[config.mk]
export PLATFORM = sky130hd
export DESIGN_NAME = mod_counter_ctrl
export DESIGN_NICKNAME = d
export VERILOG_FILES = /design/src/rtl/mod_counter_ctrl.sv
export SDC_FILE = /design/constraint.sdc
export NUM_CORES = 1
export LEC_CHECK = 0
export BUFFER_PORTS_ARGS = -buffer_cell sky130_fd_sc_hd__buf_2
export CAP_MARGIN = 20
export CORE_UTILIZATION = 47
export DETAILED_ROUTE_END_ITERATION = 8
export HOLD_SLACK_MARGIN = 0.06
export PLACE_DENSITY = 0.74
export SLEW_MARGIN = 10
export SYNTH_ARGS = -nofsm -noshare
export SYNTH_HDL_FRONTEND = slang
export SYNTH_SLANG_ARGS = --single-unit
[constraint.sdc]
create_clock -name clk -period 1.76 [get_ports clk]
set_input_delay 0.264 -clock clk [delete_from_list [all_inputs] [get_ports clk]]
set_output_delay 0.264 -clock clk [all_outputs]
set_load 0.01 [all_outputs]
[src/rtl/mod_counter_ctrl.sv]
// Programmable modulus counter with start/pause/stop sequencing, terminal-count
// pulse, wrap counting and an optional wrap limit that ends the run in DONE.
//
// state  | meaning
// IDLE   | stopped, count/wrap_cnt cleared, config accepted
// RUN    | counting 0..term, one step per edge
// PAUSED | count and wrap_cnt held while pause is high
// DONE   | wrap limit reached, wrap_cnt holds final value, config accepted
module mod_counter_ctrl #(
  parameter int WIDTH   = 3,
  parameter int WRAPS_W = 4
) (
  input  logic               clk,
  input  logic               rst,
  input  logic               cfg_valid,
  output logic               cfg_ready,
  input  logic [WIDTH-1:0]   cfg_term,
  input  logic [WRAPS_W-1:0] cfg_wraps,
  input  logic               start,
  input  logic               pause,
  input  logic               stop,
  output logic [WIDTH-1:0]   count,
  output logic               tc,
  output logic [WRAPS_W-1:0] wrap_cnt,
  output logic               busy,
  output logic               done
);

  typedef enum logic [1:0] {IDLE, RUN, PAUSED, DONE} state_t;

  state_t               state, state_nxt;
  logic [WIDTH-1:0]     term_r, count_nxt;
  logic [WRAPS_W-1:0]   wraps_r, wrap_nxt, wrap_inc;
  logic                 tc_nxt;
  logic                 cfg_load;

  assign cfg_ready = (state == IDLE) || (state == DONE);
  assign cfg_load  = cfg_valid && cfg_ready;
  assign busy      = (state == RUN) || (state == PAUSED);
  assign done      = (state == DONE);
  assign wrap_inc  = wrap_cnt + 1'b1;

  always_ff @(posedge clk or posedge rst) begin
    if (rst) state <= IDLE;
    else     state <= state_nxt;
  end

  always_comb begin
    state_nxt = state;
    count_nxt = count;
    wrap_nxt  = wrap_cnt;
    tc_nxt    = 1'b0;
    case (state)
      IDLE, DONE: begin
        if (stop) begin
          state_nxt = IDLE;
          count_nxt = '0;
          wrap_nxt  = '0;
        end else if (!pause && start) begin
          state_nxt = RUN;
          count_nxt = '0;
          wrap_nxt  = '0;
        end
      end
      RUN: begin
        if (stop) begin
          state_nxt = IDLE;
          count_nxt = '0;
          wrap_nxt  = '0;
        end else if (pause) begin
          state_nxt = PAUSED;
        end else if (count != term_r) begin
          count_nxt = count + 1'b1;
        end else begin
          count_nxt = '0;
          wrap_nxt  = wrap_inc;
          tc_nxt    = 1'b1;
          // A zero limit means free-running; wrap_cnt then rolls over.
          if ((wraps_r != '0) && (wrap_inc == wraps_r)) state_nxt = DONE;
        end
      end
      PAUSED: begin
        if (stop) begin
          state_nxt = IDLE;
          count_nxt = '0;
          wrap_nxt  = '0;
        end else if (!pause) begin
          state_nxt = RUN;
        end
      end
      default: begin
        state_nxt = IDLE;
        count_nxt = '0;
        wrap_nxt  = '0;
      end
    endcase
  end

  always_ff @(posedge clk or posedge rst) begin
    if (rst) begin
      count    <= '0;
      wrap_cnt <= '0;
      tc       <= 1'b0;
      term_r   <= '1;
      wraps_r  <= '0;
    end else begin
      count    <= count_nxt;
      wrap_cnt <= wrap_nxt;
      tc       <= tc_nxt;
      if (cfg_load) begin
        term_r  <= cfg_term;
        wraps_r <= cfg_wraps;
      end
    end
  end

endmodule

Yosys cells after proc, flatten, opt, wreduce, memory -nomap -nowiden
Index checks and enable logic that the tools add are counted.

Bits of input ports: 13. Output and inout bits: 11. Word-level logic and storage cells: 59. Flip-flop bits (word level): 17.

Eq/ne operators: 12. Multiplexer cells: 27. Reductions and logical operators: 12. Add/subtract/negate cells: 2.

Operators by type and width (number): $mux 4 (6); $mux 3 (6); $mux 2 (8); $ne 3x3->1 const B (4); $pmux 4 s3 (1); $pmux 3 s3 (1); $reduce_and 4->1 (2); $pmux 2 s3 (1); $add 4x1->4 const B (1); $eq 2x2->1 const B (2); $eq 4x4->1 (1); $mux 1 (4); $ne 4x3->1 const B (1); $ne 4x4->1 const B (1); $reduce_bool 4->1 (1); $add 3x1->3 const B (1); $logic_and 1x1->1 (3); $ne 3x3->1 (1); $reduce_and 3->1 (1); $eq 2x1->1 const B (1); $logic_not 2->1 (1); $logic_or 1x1->1 (2); $ne 2x2->1 const B (1); $reduce_or 2->1 (1); $logic_not 1->1 (1).

Logic depth before layout (Yosys ltp)
Gate-level depths: netlist (run 1).

Word-level depth: 8. Depth in mapped cells: 6. Gate-level depth less buffers: 6.

Worst setup path after synthesis (run 1)
OpenSTA, ideal clock, no wires.

Kind: register to register. From: reg state[0]. To: reg wrap_cnt[3]. Clock period less this slack: 1.828 ns. Setup slack: -0.068 ns. Path buffers: 0. Required time: 1.680 ns. Library setup time: 0.080 ns. Cell stages (with the launch flop): 7. Arrival time: 1.748 ns. Cell sequence: dfrtp_1 > inv_1 > ha_1 > a21oi_1 > o21bai_2 > or4_4 > o211ai_2.

Longest elaborated chain between the ends: 4. Elaborated cells on any way between the ends: 11. Classes of those cells: 7 x eq/ne; 1 x mux; 3 x reduce/logical.

RTL lines: from (decl) (line 31) `state_t state, state_nxt;`; from (signal assigned) (line 45) `else state <= state_nxt;`; $eq 2x2->1 / $logic_not 2->1 (equally long branches) (line 53) `case (state)`; $reduce_or 2->1 (line 53); $ne 3x3->1 (no source line); $reduce_and 4->1 (no source line); to (signal assigned) (line 108) `wrap_cnt <= wrap_nxt;`; to (decl) (line 24) `output logic [WRAPS_W-1:0] wrap_cnt,`.

Parallel ways exist; a longest one is shown, timed or not. A chain may end at the register's enable or synchronous reset.

Worst setup path in the final report (run 1)
Same ends and word-level chain as after synthesis.

==> results by group, run 1 <==
Outcome
  • Status: completed

Clock tree
  • H-tree depth: 1
  • TritonCTS Buffers: 3
  • Clock-pin transition on the worst setup and hold timing paths: about 0.11 ns
  • Max clock buf depth: 2
  • Root buffer cell: clkbuf_4
  • CTS tree: built
  • # clock sinks: 17
  • Clock Latency Late Sink: approximately 0.29 ns

Power and ir drop
  • Leakage power: 0.595 nW
  • Pwr Total: 1.76 mW
  • Peak VDD IR: 796 µV
  • Power Density: approximately 1300 nW/µm²

Yosys
  • Mean Syn Cell Area: roughly 11 µm²
  • Syn nets: roughly 110
  • Cell variety after synth: 35
  • Post-synth EDFFs: 0
  • #FFs+latches synth: 17
  • Ys Warns: 0
  • Post-Synthesis Cells: 94
  • Main synth FF type: dfrtp_1
  • Ys async rst share: between 90% and 100%
  • Post-synthesis sequential area ratio: 42.6%
  • Synth Cell Area: between 1000 and 1500 µm²

Worst hold path
  • Hold Crit Class: in2async

Timing
  • PnR worst setup slack: just under 0.02 ns
  • RSZ-0062 raised after global routing: true
  • Post-layout min period: 1.74 ns
  • Max Freq: ~0.57 GHz
  • Setup Skew: 0.00643 ns
  • Tcrit/Tclk final: 98.9%
  • Final hold vios: 0
  • Measured slew at the worst slew-check pin: approximately 0.65 ns
  • Final setup fails: 0
  • Pins Over Slew Limit: 0
  • Relative max-transition margin: between 50 and 60%

Detailed routing
  • Post-Route WL: 2210 µm
  • Routed vias: 857
  • DRT Pass-1 Iters: 4
  • DRC violations left: 0
  • Initial DRC Count: 10
  • WL per Instance: 14.1 µm
  • Post-DRT Antenna Nets: 0
  • Vias/cell: 5.46

GRT
  • Number of global-route vias before repair: 850
  • Pin count of the biggest net entering global routing: 18
  • Initial antenna violation count: 0
  • Total gr overflow: 0
  • Global-route wire length before repair: 3510 µm
  • Total GRT Usage: 19.2%

Cells and area
  • Ratio of cells with drive above 1 in the final layout: 50.8%
  • Area occupied by multi-input gates: 599 µm²
  • Synth-to-layout area growth: 30.0%
  • Antenna diodes: 0
  • Reg area: about 430 µm²
  • Fill cell count: 170
  • Fin nets: approximately 150

Setup path
  • Required time worst endpoint: 1.97 ns
  • Crit Path Max Fanout: 4
  • Crit-path leading delay family: simple AND/OR/NAND/NOR gates
  • Critical path endpoint category: flip-flop
  • Crit path DAT: approximately 2.0 ns
  • FF-to-FF path depth: 6
  • Worst Path Buf+Inv: 1
  • Max stage delay on crit path: approximately 0.55 ns
  • Crit path cell chain: inv_2 -> ha_4 -> a21oi_4 -> o21bai_2 -> or4_4 -> o211ai_2
  • Setup crit start kind: flip-flop
  • WS Path Type: reg2reg
  • Slowest CP cell: or4_4
  • CP Depth: 6

Place
  • Routability cong.: roughly 0.82
  • Pre-CTS setup slack: -0.0405 ns
  • DP HPWL: around 1600 µm
  • I/O Buffers: 23

Floorplan
  • Effective utilization at floorplan: 50.9%
  • FP Rows: 16
  • Die ar.: approximately 2300 µm²
  • Core Footprint: 1980 µm²
  • Top Ports: 24
  • Die H: 48.3 µm
  • Overall die width: between 40 and 50 µm

Run
  • Max-Cap Viols: 0
-- cell usage in the layout, fill, tap and decap left out, types with 3 or more instances in the layout --
master	synthesis	routed
xnor2_1	6	6
nand2_1	5	5
nand3_1	5	5
inv_1	10	8
dfstp_2	3	3
dfrtp_1	14	13
mux2_2	7	7
ha_1	5	3
clkbuf_4	0	3
buf_2	0	23
buf_4	0	9
-- routing by layer --
metal | vias up | GRT usage [%] | part of all wire, %
met4 | 0 | 7.84 | 0
met3 | 0 | 3.14 | 4.8
li1 | 416 | - | -
met5 | - | 0 | 0
met1 | 415 | 22.1 | 42
met2 | 26 | 35.0 | 53
-- synthesized netlist by cell type (2+ instances only) --
cell	count	area [µm²]
o21ai_2	2	17.5
o22ai_1	3	18.8
or2_2	2	12.5
ha_1	5	62.6
nor2_1	2	7.51
nor2b_1	2	12.5
nand2_1	5	18.8
nand3_1	5	25.0
xnor2_1	6	52.6
xor2_1	2	17.5
a21oi_1	3	15.0
nand2b_1	2	12.5
a31oi_1	2	12.5
inv_1	10	37.5
o31ai_1	2	15.0
dfstp_2	3	78.8
dfrtp_1	14	350
mux2_2	7	78.8
-- cell type report --
| cell class | instances | area share, % |
|---|---|---|
| Sequential cell | 17 | 32.8 |
| Timing Repair Buffer | 32 | 13.9 |
| Inverter | 10 | 2.86 |
| Tap cell | 27 | 2.58 |
| Clock buffer | 3 | 1.72 |
| Clock inverter | 1 | 0.382 |
| Multi-Input combinational cell | 67 | 45.7 |
-- sequential cells by signal, indices dropped and copies added (netlist names) --
signal    count
state         2
count         3
term_r        3
wrap_cnt      4
wraps_r       4
tc            1
-- worst reg2reg max path: stages (launching register included) --
cell,delay [ns]
dfrtp_1,0.45
inv_2,0.10
ha_4,0.21
a21oi_4,0.11
o21bai_2,0.07
or4_4,0.55
o211ai_2,0.17
-- per-stage QoR --
| stage | cells | utilization, % | hold slack (ns) | cell area [µm²] | setup TNS (ns) |
|---|---|---|---|---|---|
| 6_report | 157 | 66.2 | 0.0355 | 1310 | 0 |
| 5_1_grt | 157 | 66.2 | 0.0851 | 1310 | -0.196 |
| 4_1_cts | 155 | 62.9 | 0.0610 | 1250 | 0 |
| 3_5_place_dp | 151 | 61.4 | 0.385 | 1220 | -0.109 |
| 3_3_place_gp | 151 | 61.4 | 0.376 | 1220 | -0.0224 |
| 2_1_floorplan | 94 | - | 0.188 | 1010 | 0 |
-- timing repair --
action / 4_1_cts / 5_1_grt
pin swaps: 1 / 7
setup endpoints to repair: 5 / 9
buffers inserted: 0 / 2
hold buffers: 0 / 0
cloned: 0 / 0
gates resized for setup: 2 / 9
-- worst paths after layout --
check                                        from                 endpoint  slack (ns)
setup / recovery             state[0]$_DFFE_PP0P_  wrap_cnt[3]$_DFFE_PP0P_        0.02
hold / removal                                rst   wraps_r[3]$_DFFE_PP0P_        0.04
setup reg to reg             state[0]$_DFFE_PP0P_  wrap_cnt[3]$_DFFE_PP0P_        0.02
hold reg to reg            wraps_r[1]$_DFFE_PP0P_   wraps_r[1]$_DFFE_PP0P_        0.55
max in group asynchronous                     rst     state[1]$_DFFE_PP0P_        1.27
min in group clk                     cfg_wraps[1]   wraps_r[1]$_DFFE_PP0P_        0.19
-- power breakdown --
part,total [mW],internal [mW],switching [mW]
registers,0.618,0.526,0.0915
clock network,0.218,0.0844,0.134
logic,0.925,0.461,0.464
total,1.76,1.07,0.689
-- cells by family after synthesis --
kind of cell / Yosys count / synth area share [%]
fa+ha+maj: 5 / 6.20
simple gates: 23 / 13.5
xor+xnor: 8 / 6.95
flops: 17 / 42.6
buf+inv: 10 / 3.72
compound gates: 23 / 18.2
mux: 8 / 8.81
Note: power is estimated with default switching activity, not from simulation.
==> run 2: changes to the inputs <==
--- a/config.mk
+++ b/config.mk
@@ -5,12 +5,13 @@
 export SDC_FILE = /design/constraint.sdc
 export NUM_CORES = 1
 export LEC_CHECK = 0
+export ABC_AREA = 1
 export BUFFER_PORTS_ARGS = -buffer_cell sky130_fd_sc_hd__buf_2
 export CAP_MARGIN = 20
-export CORE_UTILIZATION = 47
+export CORE_UTILIZATION = 46
 export DETAILED_ROUTE_END_ITERATION = 8
 export HOLD_SLACK_MARGIN = 0.06
-export PLACE_DENSITY = 0.74
+export PLACE_DENSITY = 0.73
 export SLEW_MARGIN = 10
 export SYNTH_ARGS = -nofsm -noshare
 export SYNTH_HDL_FRONTEND = slang
==> run 2 against run 1 <==
Compared with the run above:
- routed wire length shrank 16%
- clock power shrank 4%
- global-route usage shrank 1.5 points
- register-to-register slack gained 0.16 ns
- largest power group unchanged
- die area grew 1.0%
- first-iteration DRC count grew 100%
- maximum frequency grew 9.8%
- largest cell class unchanged
- sequential power grew 3%
==> results by group, run 2 <==
Timing
  • Pins Over Slew Limit: 0
  • Post-route setup TNS: 0 ns
  • Post-layout min period: ~1.6 ns
  • Final hold vios: 0
  • Measured slew at the worst slew-check pin: 0.632 ns
  • Relative max-transition margin: 57.8%
  • Final setup fails: 0
  • RSZ-0062 raised after global routing: false
  • Tcrit/Tclk final: 90.0%
  • Fin Hold WS: around 0.19 ns
  • Max Freq: ~0.63 GHz
  • Setup Skew: approximately 0.0026 ns

Cells and area
  • Cell area after layout: between 1000 and 1500 µm²
  • Antenna diodes: 0
  • Reg area: 429 µm²
  • Most common cell after layout, fill and taps aside: nand2_1
  • Top Registers: wrap_cnt: 4 flops, wraps_r: 4 flops
  • Area occupied by multi-input gates: between 400 and 500 µm²
  • Fill cell count: 196
  • Layout Cells excl Fill: 179
  • Fin nets: roughly 170
  • Synth-to-layout area growth: 19.8%
  • Ratio of cells with drive above 1 in the final layout: 35.5%
  • Share of the core filled with cells: 59.7%
  • Most frequent cells in the layout: 26 x nand2_1, 23 x buf_2, 14 x dfrtp_1, 13 x inv_1, 10 x nor2_1

Clock tree
  • Post-CTS Setup Inserts: 0
  • Clock Latency Late Sink: between 0.2 and 0.3 ns
  • TritonCTS Buffers: 3
  • Post-CTS sizing: 0
  • Clock-pin transition on the worst setup and hold timing paths: 0.10 ns
  • Max clock buf depth: 2
  • CTS tree: built
  • # clock sinks: 17
  • H-tree depth: 1
  • CTS hold repair buffers: 1
  • Root buffer cell: clkbuf_4

Setup path
  • Crit path DAT: 1.80 ns
  • Setup crit start kind: flip-flop
  • Reg2Reg Launch Point: state[0]$_DFFE_PP0P_
  • Required time worst endpoint: 1.98 ns
  • RR Endpoint: wrap_cnt[3]$_DFFE_PP0P_
  • Crit path cell chain: inv_1 -> ha_1 -> o21ai_1 -> nand2_1 -> nand2_2 -> inv_4 -> nor2_8 -> nand2_2 -> o22ai_1
  • Most used cell, CP: nand2_2
  • Slowest CP cell: dfrtp_1
  • FF-to-FF path depth: 9
  • WS Path Type: reg2reg
  • Flop2flop setup slack: 0.18 ns
  • Crit Path Max Fanout: 5
  • Critical path endpoint category: flip-flop
  • Max stage delay on crit path: 0.41 ns

GRT
  • Number of global-route vias before repair: 735
  • Pin count of the biggest net entering global routing: 18
  • Global-route wire length before repair: approximately 3200 µm
  • Initial antenna violation count: 0
  • Total GRT Usage: ~18%
  • Total gr overflow: 0

Yosys
  • Main synth FF type: dfrtp_1
  • Post-synthesis sequential area ratio: 43.0%
  • Synth area leader: dfrtp_1
  • Synth cell count leaders: 26 x nand2_1, 14 x dfrtp_1, 13 x inv_1
  • Area contributors post-synth: dfrtp_1 35%, nand2_1 9.8%, dfstp_2 7.9%, ha_1 6.3%, inv_1 4.9%
  • #FFs+latches synth: 17
  • Yosys top cell area share: 35.1%
  • Syn nets: 141
  • Ys Warns: 0
  • Post-synth EDFFs: 0
  • Synth Cell Area: 997 µm²
  • Cell variety after synth: 26
  • Ys async rst share: between 90% and 100%
  • Post-Synthesis Cells: roughly 120
  • Count leader, synth: nand2_1
  • Mean Syn Cell Area: 8.11 µm²

Power and ir drop
  • Leakage power: 0.656 nW
  • Peak VDD IR: 803 µV
  • Power Density: 1450 nW/µm²

Detailed routing
  • Post-Route WL: about 1900 µm
  • Initial DRC Count: 20
  • WL per Instance: 10.4 µm
  • Post-DRT Antenna Nets: 0
  • Routed vias: between 800 and 900
  • DRC violations left: 0
  • DRT Pass-1 Iters: 4
  • Vias/cell: 4.80

Place
  • Placed Cells: 174
  • Post-DP Area: 1160 µm²
  • DP HPWL: 1480 µm
  • Routability cong.: between 0.7 and 0.8
  • I/O Buffers: 23

Outcome
  • Status: completed

Floorplan
  • FP Rows: 16
  • Effective utilization at floorplan: 49.8%
  • Top Ports: 24
  • Die ar.: around 2400 µm²
  • Die H: 48.6 µm
  • Core Footprint: 2000 µm²
  • Overall die width: 48.6 µm

Worst hold path
  • WHS Path Cells: 2
  • Hold Crit Class: in2reg
  • End of the worst hold path: tc$_DFF_PP0_
  • Hold Startpoint: pause

Run
  • Max-Cap Viols: 0
run 2: cell families (layout without fill, tap and decap cells):
group	Yosys count	in the layout	share of synthesized area, %
and+or+nand+nor	57	57	28.4
buffers and inverters	23	52	8.91
AOI/OAI and AO/OA	17	17	9.41
DFF	17	17	43.0
adders and majority gates	5	5	6.27
xor gates and xnor gates	2	2	1.76
muxes	2	2	2.26
run 2: how the worst max path moves through the flow:
stage	startpoint	end	slack, ns	cells past startpoint
final	state[0]$_DFFE_PP0P_	wrap_cnt[3]$_DFFE_PP0P_	0.18	9
after detailed placement	state[0]$_DFFE_PP0P_	wrap_cnt[2]$_DFFE_PP0P_	0.17	9
after floorplan	wrap_cnt[0]$_DFFE_PP0P_	state[1]$_DFFE_PP0P_	0.26	12
after global routing	state[0]$_DFFE_PP0P_	wrap_cnt[1]$_DFFE_PP0P_	0.02	9
after CTS	state[0]$_DFFE_PP0P_	wrap_cnt[3]$_DFFE_PP0P_	0.16	9
after global placement	state[0]$_DFFE_PP0P_	wrap_cnt[1]$_DFFE_PP0P_	0.20	9
run 2: critical path: cells and delay by family, from the launching register on:
kind / cells / cell delay [ns]
DFF: 1 / 0.41
and+or+nand+nor: 4 / 0.39
adders and majority gates: 1 / 0.33
AOI/OAI and AO/OA: 2 / 0.24
buffers and inverters: 2 / 0.13
run 2: area by class of cell:
| type | count | area share (%) |
|---|---|---|
| inverters | 22 | 7.12 |
| clock inverters | 1 | 0.419 |
| flip-flops and latches | 17 | 35.9 |
| clock buffers | 3 | 1.88 |
| repair buffers | 26 | 11.7 |
| well taps | 27 | 2.83 |
| multi-input cells | 83 | 40.1 |
run 2: metrics by stage:
step | worst slack [ns] | total power, mW
after global routing | 0.0164 | 1.89
final | 0.176 | 1.73
after CTS | 0.156 | 1.75
after detailed placement | 0.172 | 1.54
after floorplan | 0.261 | 1.30
after global placement | 0.205 | 1.51
run 2: where the power goes:
group | leakage [nW] | switching, mW | total [mW] | internal (mW)
Combinational | 0.426 | 0.531 | 0.889 | 0.358
Clock | 0.0177 | 0.125 | 0.210 | 0.0846
Sequential | 0.213 | 0.0947 | 0.635 | 0.540
run 2: layer usage:
metal,vias to the layer above,routed length (µm),track usage [%]
li1,450,-,-
met1,393,852,23.0
met2,15,926,28.4
met3,2,70,5.66
met4,0,13,4.41
met5,-,0,0
==> run 3: changes to the inputs <==
--- a/config.mk
+++ b/config.mk
@@ -8,10 +8,10 @@
 export ABC_AREA = 1
 export BUFFER_PORTS_ARGS = -buffer_cell sky130_fd_sc_hd__buf_2
 export CAP_MARGIN = 20
-export CORE_UTILIZATION = 46
+export CORE_UTILIZATION = 35
 export DETAILED_ROUTE_END_ITERATION = 8
 export HOLD_SLACK_MARGIN = 0.06
-export PLACE_DENSITY = 0.73
+export PLACE_DENSITY = 0.58
 export SLEW_MARGIN = 10
 export SYNTH_ARGS = -nofsm -noshare
 export SYNTH_HDL_FRONTEND = slang
==> run 3 against run 2 <==
Compared with the run above:
- combinational power rose by 0.4%
- first-iteration DRC count fell by 45%
- via count fell by 0.93%
- maximum frequency fell by 1.6%
- critical path depth did not move
- clock power rose by 4%
- sequential cell count did not move
- die area rose by 30%
- global-route usage fell by 3.2 points
- critical path type unchanged
- setup slack got worse by 0.026 ns
- total power rose by 0.44%
==> results by group, run 3 (synthesis results as in run 2) <==
Outcome
  • Status: completed

GRT
  • Pin count of the biggest net entering global routing: 18
  • Total gr overflow: 0
  • Number of global-route vias before repair: roughly 800
  • Initial antenna violation count: 0
  • Total GRT Usage: 14.4%
  • Global-route wire length before repair: 3490 µm

Detailed routing
  • Routed vias: about 850
  • Initial DRC Count: 11
  • Post-DRT Antenna Nets: 0
  • DRT Pass-1 Iters: 4
  • Post-Route WL: 2000 µm
  • Vias/cell: 4.68
  • WL per Instance: ~11 µm
  • DRC violations left: 0

Cells and area
  • Fin nets: ~170
  • Area occupied by multi-input gates: between 400 and 500 µm²
  • Reg area: 429 µm²
  • Ratio of cells with drive above 1 in the final layout: 35.5%
  • Fill cell count: 273
  • Antenna diodes: 0
  • Most common cell after layout, fill and taps aside: nand2_1
  • Synth-to-layout area growth: 19.8%
  • Most frequent cells in the layout: 26 x nand2_1, 23 x buf_2, 14 x dfrtp_1, 13 x inv_1, 10 x nor2_1
  • Top Registers: wrap_cnt: 4 flops, wraps_r: 4 flops

Clock tree
  • CTS tree: built
  • H-tree depth: 1
  • Root buffer cell: clkbuf_4
  • TritonCTS Buffers: 3
  • Clock-pin transition on the worst setup and hold timing paths: 0.10 ns
  • Max clock buf depth: 2
  • CTS hold repair buffers: 0
  • Post-CTS sizing: 0
  • Post-CTS Setup Inserts: 0
  • Clock Latency Late Sink: slightly below 0.3 ns
  • # clock sinks: 17

Setup path
  • Flop2flop setup slack: ~0.15 ns
  • Setup crit start kind: flip-flop
  • Required time worst endpoint: 1.98 ns
  • WS Path Type: reg2reg
  • Crit Path Max Fanout: 5
  • FF-to-FF path depth: 9
  • RR Endpoint: wrap_cnt[2]$_DFFE_PP0P_
  • Critical path endpoint category: flip-flop
  • Reg2Reg Launch Point: state[0]$_DFFE_PP0P_
  • Crit path DAT: between 1.5 and 2 ns

Power and ir drop
  • Peak VDD IR: 792 µV
  • Pwr Total: 1.74 mW
  • Power Density: 1460 nW/µm²
  • Leakage power: 0.655 nW

Floorplan
  • Overall die width: 55.4 µm
  • FP Rows: 18
  • Core Footprint: around 2600 µm²
  • Die H: 55.4 µm
  • Die ar.: 3070 µm²
  • Top Ports: 24
  • Effective utilization at floorplan: 38.5%

Timing
  • Setup Skew: slightly below 0.001 ns
  • Final hold vios: 0
  • Post-layout min period: 1.61 ns
  • Final setup fails: 0
  • Max Freq: slightly above 0.6 GHz
  • RSZ-0062 raised after global routing: false
  • Tcrit/Tclk final: 91.5%
  • Measured slew at the worst slew-check pin: 0.676 ns
  • Post-route setup TNS: 0 ns
  • Pins Over Slew Limit: 0
  • Relative max-transition margin: 54.9%

Run
  • Max-Cap Viols: 0

Place
  • I/O Buffers: 23
  • Routability cong.: 0.827
  • DP HPWL: 1530 µm

Worst hold path
  • Hold Crit Class: in2async
run 3: changes by cell type in the layout (fill, tap and decap cells not counted), sizes merged:
cell / previous run / this run
buf: 25 / 26
dlygate4sd3: 1 / 0
clkinv: 1 / 0
clkbuf: 3 / 4
run 3: per-layer routing:
| layer | track usage (%) | vias up | wire (µm) |
|---|---|---|---|
| met5 | 0 | - | 0 |
| met2 | 21.2 | 24 | 903 |
| met4 | 6.43 | 0 | 21 |
| met3 | 2.34 | 4 | 98 |
| met1 | 20.8 | 372 | 973 |
| li1 | - | 452 | - |
run 3: power by group:
part	leakage (nW)	switching, mW	internal (mW)	total, mW
registers	0.213	0.0886	0.540	0.629
logic	0.427	0.533	0.361	0.893
clock network	0.0150	0.131	0.0883	0.219
run 3: cell type report:
type                    count  share of cell area, %
clock buffers               4                   2.20
repair buffers             26                   11.5
inverters                  22                   7.12
well taps                  30                   3.14
flip-flops and latches     17                   35.9
multi-input cells          83                   40.1
run 3: worst max-delay path by stage:
stage / start / to / slack, ns
2_1_floorplan: wrap_cnt[0]$_DFFE_PP0P_ / state[1]$_DFFE_PP0P_ / 0.26
3_3_place_gp: state[0]$_DFFE_PP0P_ / wrap_cnt[2]$_DFFE_PP0P_ / 0.23
3_5_place_dp: state[0]$_DFFE_PP0P_ / wrap_cnt[2]$_DFFE_PP0P_ / 0.17
4_1_cts: state[0]$_DFFE_PP0P_ / wrap_cnt[2]$_DFFE_PP0P_ / 0.15
5_1_grt: state[0]$_DFFE_PP0P_ / wrap_cnt[2]$_DFFE_PP0P_ / 0.01
6_report: state[0]$_DFFE_PP0P_ / wrap_cnt[2]$_DFFE_PP0P_ / 0.15
run 3: worst max-delay path: stages, from the launching register on:
cell and delay, ns:
dfrtp_1 0.41, inv_1 0.06, ha_1 0.34, o21ai_1 0.11
nand2_1 0.10, nand2_2 0.10, inv_4 0.06, nor2_8 0.12
nand2_2 0.09, o22ai_1 0.14
run 3: stage by stage:
step | setup WS, ns | cell area, µm² | hold slack (ns) | utilization, % | instances
finish | 0.149 | 1190 | 0.0469 | 46.1 | 182
floorplan | 0.261 | 997 | 0.188 | - | 123
CTS | 0.146 | 1190 | 0.0789 | 46.1 | 182
global placement | 0.230 | 1170 | 0.407 | 45.1 | 178
detailed placement | 0.170 | 1170 | 0.412 | 45.1 | 178
global route | 0.0116 | 1190 | 0.107 | 46.1 | 182
